**src/rtl/interrupt_arbiter.sv**
```systemverilog
// Interrupt arbiter: synchronises raw interrupt lines, masks and prioritises them, and
// presents a registered pending/cause pair to the global-control unit with a post-take holdoff.
module interrupt_arbiter #(
  parameter int INCLUDE_S_MODE = 0,
  parameter int SYNC_STAGES    = 2,
  parameter int HOLDOFF_CYCLES = 2
) (
  input  logic        clk,
  input  logic        rst,
  input  logic [11:0] irq_in,
  input  logic [11:0] mie,
  input  logic        mstatus_mie,
  input  logic        priv_is_m,
  input  logic        interrupt_taken,
  output logic        interrupt_pending,
  output logic [3:0]  interrupt_cause,
  output logic [11:0] mip
);

  localparam logic [11:0] M_MASK    = 12'h888;  // codes 11, 7, 3
  localparam logic [11:0] S_MASK    = 12'h222;  // codes 9, 5, 1
  localparam logic [11:0] SUPPORTED = M_MASK | ((INCLUDE_S_MODE != 0) ? S_MASK : 12'h000);
  localparam int          CW        = (HOLDOFF_CYCLES > 0) ? $clog2(HOLDOFF_CYCLES + 1) : 1;
  localparam logic [CW:0] HOLD_LIM  = (CW + 1)'(HOLDOFF_CYCLES);

  typedef enum logic [1:0] {IDLE, PENDING, HOLDOFF} state_e;

  state_e        state_q, state_d;
  logic [CW-1:0] cnt_q;
  logic [CW:0]   cnt_inc;
  logic [11:0]   sync_q [SYNC_STAGES];
  logic [11:0]   enabled;
  logic          global_en;
  logic [3:0]    sel;
  logic          pending_d;
  logic [3:0]    cause_d;

  // Unsupported lines are masked at the first stage so their flops prune away;
  // the last stage is the architectural mip view.
  // NOTE: every synchroniser stage is reset so a mid-run reset cannot leak a stale edge.
  always_ff @(posedge clk) begin
    if (rst) begin
      for (int i = 0; i < SYNC_STAGES; i++) sync_q[i] <= '0;
    end else begin
      sync_q[0] <= irq_in & SUPPORTED;
      for (int i = 1; i < SYNC_STAGES; i++) sync_q[i] <= sync_q[i-1];
    end
  end

  assign mip       = sync_q[SYNC_STAGES-1];
  assign enabled   = mip & mie;
  assign global_en = mstatus_mie | ~priv_is_m;
  assign cnt_inc   = {1'b0, cnt_q} + (CW + 1)'(1);

  // Fixed priority: MEI, MSI, MTI, SEI, SSI, STI.
  // NOTE: defaulting every always_comb output first keeps latches from being inferred.
  always_comb begin
    sel = 4'd0;
    if      (enabled[11]) sel = 4'd11;
    else if (enabled[3])  sel = 4'd3;
    else if (enabled[7])  sel = 4'd7;
    else if (enabled[9])  sel = 4'd9;
    else if (enabled[1])  sel = 4'd1;
    else if (enabled[5])  sel = 4'd5;
  end

  // State register, holdoff counter and registered outputs.
  always_ff @(posedge clk) begin
    if (rst) begin
      state_q           <= IDLE;
      cnt_q             <= '0;
      interrupt_pending <= 1'b0;
      interrupt_cause   <= 4'd0;
    end else begin
      state_q           <= state_d;
      cnt_q             <= (state_q == HOLDOFF && state_d == HOLDOFF) ? cnt_inc[CW-1:0] : '0;
      interrupt_pending <= pending_d;
      interrupt_cause   <= cause_d;
    end
  end

  // Next state: a take beats a simultaneous withdrawal; sources are ignored in holdoff.
  always_comb begin
    state_d = state_q;
    case (state_q)
      IDLE:    if ((|enabled) && global_en) state_d = PENDING;
      PENDING: begin
        if (interrupt_taken)                  state_d = (HOLDOFF_CYCLES == 0) ? IDLE : HOLDOFF;
        else if (!(|enabled) || !global_en)   state_d = IDLE;
      end
      HOLDOFF: if (cnt_inc == HOLD_LIM)       state_d = IDLE;
      default:                                state_d = IDLE;
    endcase
  end

  // Cause tracks the live selection while pending and freezes otherwise.
  always_comb begin
    pending_d = (state_d == PENDING);
    cause_d   = pending_d ? sel : interrupt_cause;
  end

  taken_implies_pending: assert property (
    @(posedge clk) disable iff (rst) interrupt_taken |-> interrupt_pending);

endmodule

```
**config.mk**
```make
export PLATFORM = sky130hd
export DESIGN_NAME = interrupt_arbiter
export DESIGN_NICKNAME = d
export VERILOG_FILES = /design/src/rtl/interrupt_arbiter.sv
export SDC_FILE = /design/constraint.sdc
export NUM_CORES = 1
export LEC_CHECK = 0
export CELL_PAD_IN_SITES_DETAIL_PLACEMENT = 1
export CELL_PAD_IN_SITES_GLOBAL_PLACEMENT = 2
export CORE_MARGIN = 3
export CORE_UTILIZATION = 17
export DETAILED_ROUTE_END_ITERATION = 8
export PLACE_DENSITY_LB_ADDON = 0.05
export SLEW_MARGIN = 20
export SYNTH_ARGS = -nofsm -noshare
export SYNTH_HDL_FRONTEND = slang
export SYNTH_SLANG_ARGS = --single-unit
```
**constraint.sdc**
```tcl
create_clock -name clk -period 2.3 [get_ports clk]
set_input_delay 0.46 -clock clk [delete_from_list [all_inputs] [get_ports clk]]
set_output_delay 0.46 -clock clk [all_outputs]
set_load 0.01 [all_outputs]
```
==> impl_metrics.tcl <==
set metrics [dict create \
    status "finished, final reports clean" \
    floorplan.die.width_um 64.6 \
    drv_cap 0 \
    syn-cell-area_sq_um 583 \
    design.final.nets 109 \
    drive_gt1_share_pct 8.97 \
    final_max_slew_viol_count 0 \
    critical_path.max_stage_delay_ns 0.55 \
    via_count_of_the_first_global_routing_pass 434 \
    std_cell_rows 20 \
    tritoncts_num_sinks 14 \
    synth.ff_latch_count 14 \
    leakage_nw 0.293 \
    worst-endpoint-required_ns 1.84 \
    drt_iter0_markers 4 \
    count_of_inserted_antenna_diode_cells 0 \
    global_route_wire_length_before_repair_um 1990 \
    grt_usage_pct 6.42 \
    final_cycle_share_pct 71.7 \
    drt_wirelength_um 1200 \
    worst_skew_pair.late_latency_ns 0.27 \
    final_hold_viol_count 0 \
    post-place-ws_ns 0.444 \
    cts-buffers-inserted 3 \
    antenna_violations_before_repair 0 \
    final_setup_viols 0 \
    p_total_mw 0.488 \
    cts_tree "built" \
    post_cts_buffers 0 \
    num_vias 430 \
    critical-path-top-delay-family "buffers and inverters" \
    final_util_pct 25.1 \
    worstSetupPathType "reg2out" \
    fmax_ghz 0.607 \
    gp_routability_congestion 0.597 \
    hp-class "reg2reg" \
    grt_setup_unrepaired "false" \
    remaining_number_of_nets_flagged_by_the_antenna_check_after_routing 0 \
    h-tree-depth 1 \
    initial_utilization_pct 18.5 \
    grt_start_max_net_pins 14 \
    worstPathCellList "clkdlybuf4s50_1" \
    ctsLongestPathBuffers 2 \
    mostFrequentLayoutCell "sky130_fd_sc_hd__clkdlybuf4s50_1" \
    worstSetupStartpointType "flop" \
    layout_common_cells "18 x sky130_fd_sc_hd__clkdlybuf4s50_1, 14 x sky130_fd_sc_hd__dfxtp_1, 9 x sky130_fd_sc_hd__conb_1" \
    worst_clock_skew_on_the_final_layout_ns 0.00464 \
    cts-hold-fix-buffers 0 \
    synth-seq-area-share_pct 48.1 \
    port-buffer-count 18 \
    die-height_um 64.6 \
    cp-end-kind "output pin" \
    core_region_area_sq_um 3150 \
    cp_max_fo 3 \
    synthesis.yosys.warnings 0 \
    remaining_drc_errors 0 \
    post_drt_wl_per_cell_um 9.80 \
    yosys.cell_types.count 19 \
    layout_setup_ws_ns 0.652 \
    floorplan.die_area_sq_um 4170 \
    power_density_nw_per_um2 617 \
    hpwl_um 951 \
    vdd_drop_max_uv 271 \
    arrival_ns 1.19 \
    cts.root.buffer_cell "sky130_fd_sc_hd__clkbuf_4" \
    final_period_minus_worst_setup_slack_ns 1.65 \
    vias_per_cell 3.52 \
    worst_setup_hold_path_clk_slew_ns 0.08 \
    synth_cells 61 \
    globalRoute.totalOverflow 0 \
    drt_pass1_iterations 4 \
    area.growth.synth_to_final_pct 35.6 \
    totalNegativeSetupSlack_ns 0 \
    num_io_pins 46 \
    postSynthAreaPerCell_sq_um 9.56 \
    critPathBufInv 1 \
    timing.critical_path.slowest_stage_cell "sky130_fd_sc_hd__clkdlybuf4s50_1" \
    resize_count_post_cts 0 \
]
## synthesized netlist by cell type
master	count	area, sq um
sky130_fd_sc_hd__dfxtp_1	14	280
sky130_fd_sc_hd__ha_1	1	12.5
sky130_fd_sc_hd__or2_2	1	6.26
sky130_fd_sc_hd__or2b_1	1	7.51
sky130_fd_sc_hd__buf_4	13	97.6
sky130_fd_sc_hd__nor2b_1	7	43.8
sky130_fd_sc_hd__nand2_1	3	11.3
sky130_fd_sc_hd__and2_4	1	8.76
sky130_fd_sc_hd__a2111oi_0	1	8.76
sky130_fd_sc_hd__or4_1	3	22.5
sky130_fd_sc_hd__a222oi_1	1	10.0
sky130_fd_sc_hd__or3b_1	1	8.76
sky130_fd_sc_hd__conb_1	1	3.75
sky130_fd_sc_hd__o41ai_1	1	8.76
sky130_fd_sc_hd__inv_1	3	11.3
sky130_fd_sc_hd__clkbuf_1	1	3.75
sky130_fd_sc_hd__a211oi_1	1	7.51
sky130_fd_sc_hd__nor2_1	4	15.0
sky130_fd_sc_hd__a21oi_1	3	15.0
## where the power goes
group / leakage (nW) / internal [mW] / switching (mW)
clock: 0.0210 / 0.0962 / 0.0768
sequential: 0.115 / 0.251 / 0.00466
combinational: 0.157 / 0.0339 / 0.0251
## worst reg2reg max path, stage by stage, from the launching register on
cell and delay [ns]:
sky130_fd_sc_hd__dfxtp_1 0.32, sky130_fd_sc_hd__inv_1 0.04, sky130_fd_sc_hd__ha_1 0.17, sky130_fd_sc_hd__or3b_1 0.39
sky130_fd_sc_hd__or2_2 0.31, sky130_fd_sc_hd__nor2_1 0.09
## per-stage QoR
| step | cell area [sq um] | hold WS, ns | cells |
|---|---|---|---|
| 6_report | 791 | 0.439 | 122 |
| 5_1_grt | 791 | 0.466 | 122 |
| 4_1_cts | 791 | 0.440 | 122 |
| 3_5_place_dp | 754 | 0.426 | 118 |
| 3_3_place_gp | 754 | 0.412 | 118 |
| 2_1_floorplan | 613 | 0.396 | 69 |
## worst paths after layout
| path | from | to | slack, ns | cells past startpoint |
|---|---|---|---|---|
| worst max register to register | cnt_q[1] | cnt_q[1] | 0.93 | 5 |
| worst min register to register | cnt_q[0] | cnt_q[0] | 0.44 | 1 |
| worst max-delay path | sync_q[0][19] | mip[7] | 0.65 | 1 |
| worst min-delay path | cnt_q[0] | cnt_q[0] | 0.44 | 1 |
## per-layer routing
layer	wire length [um]	vias to the layer above	track usage [%]	share of wire (%)
li1	-	213	-	-
met5	0	-	0	0
met3	123	2	3.99	10
met4	15	0	2.37	1.3
met2	547	18	10.7	46
met1	509	197	6.51	43
## kinds of logic (layout without fill, tap and decap cells)
group | count (synthesis) | after routing | synth area share (%)
buffers and inverters | 17 | 26 | 19.3
AO/OA/AOI/OAI | 7 | 7 | 8.58
flip-flops | 14 | 14 | 48.1
adder cells (fa/ha/maj) | 1 | 1 | 2.15
other | 1 | 9 | 0.643
AND/OR/NAND/NOR | 21 | 21 | 21.2
## state kept, by name (all words and copies together) (netlist names)
signal	flops
cnt_q	2
sync_q	6
interrupt_pending	1
state_q	2
interrupt_cause	3
## cell type report
class                      instances  area, sq um
fill                             387         2360
sequential                        14          280
multi-input combinational         38          220
timing repair buffer              19          188
tap                               44         55.1
clock buffer                       4         36.3
inverter                           3         11.3
Note: power is estimated with default switching activity, not from simulation.
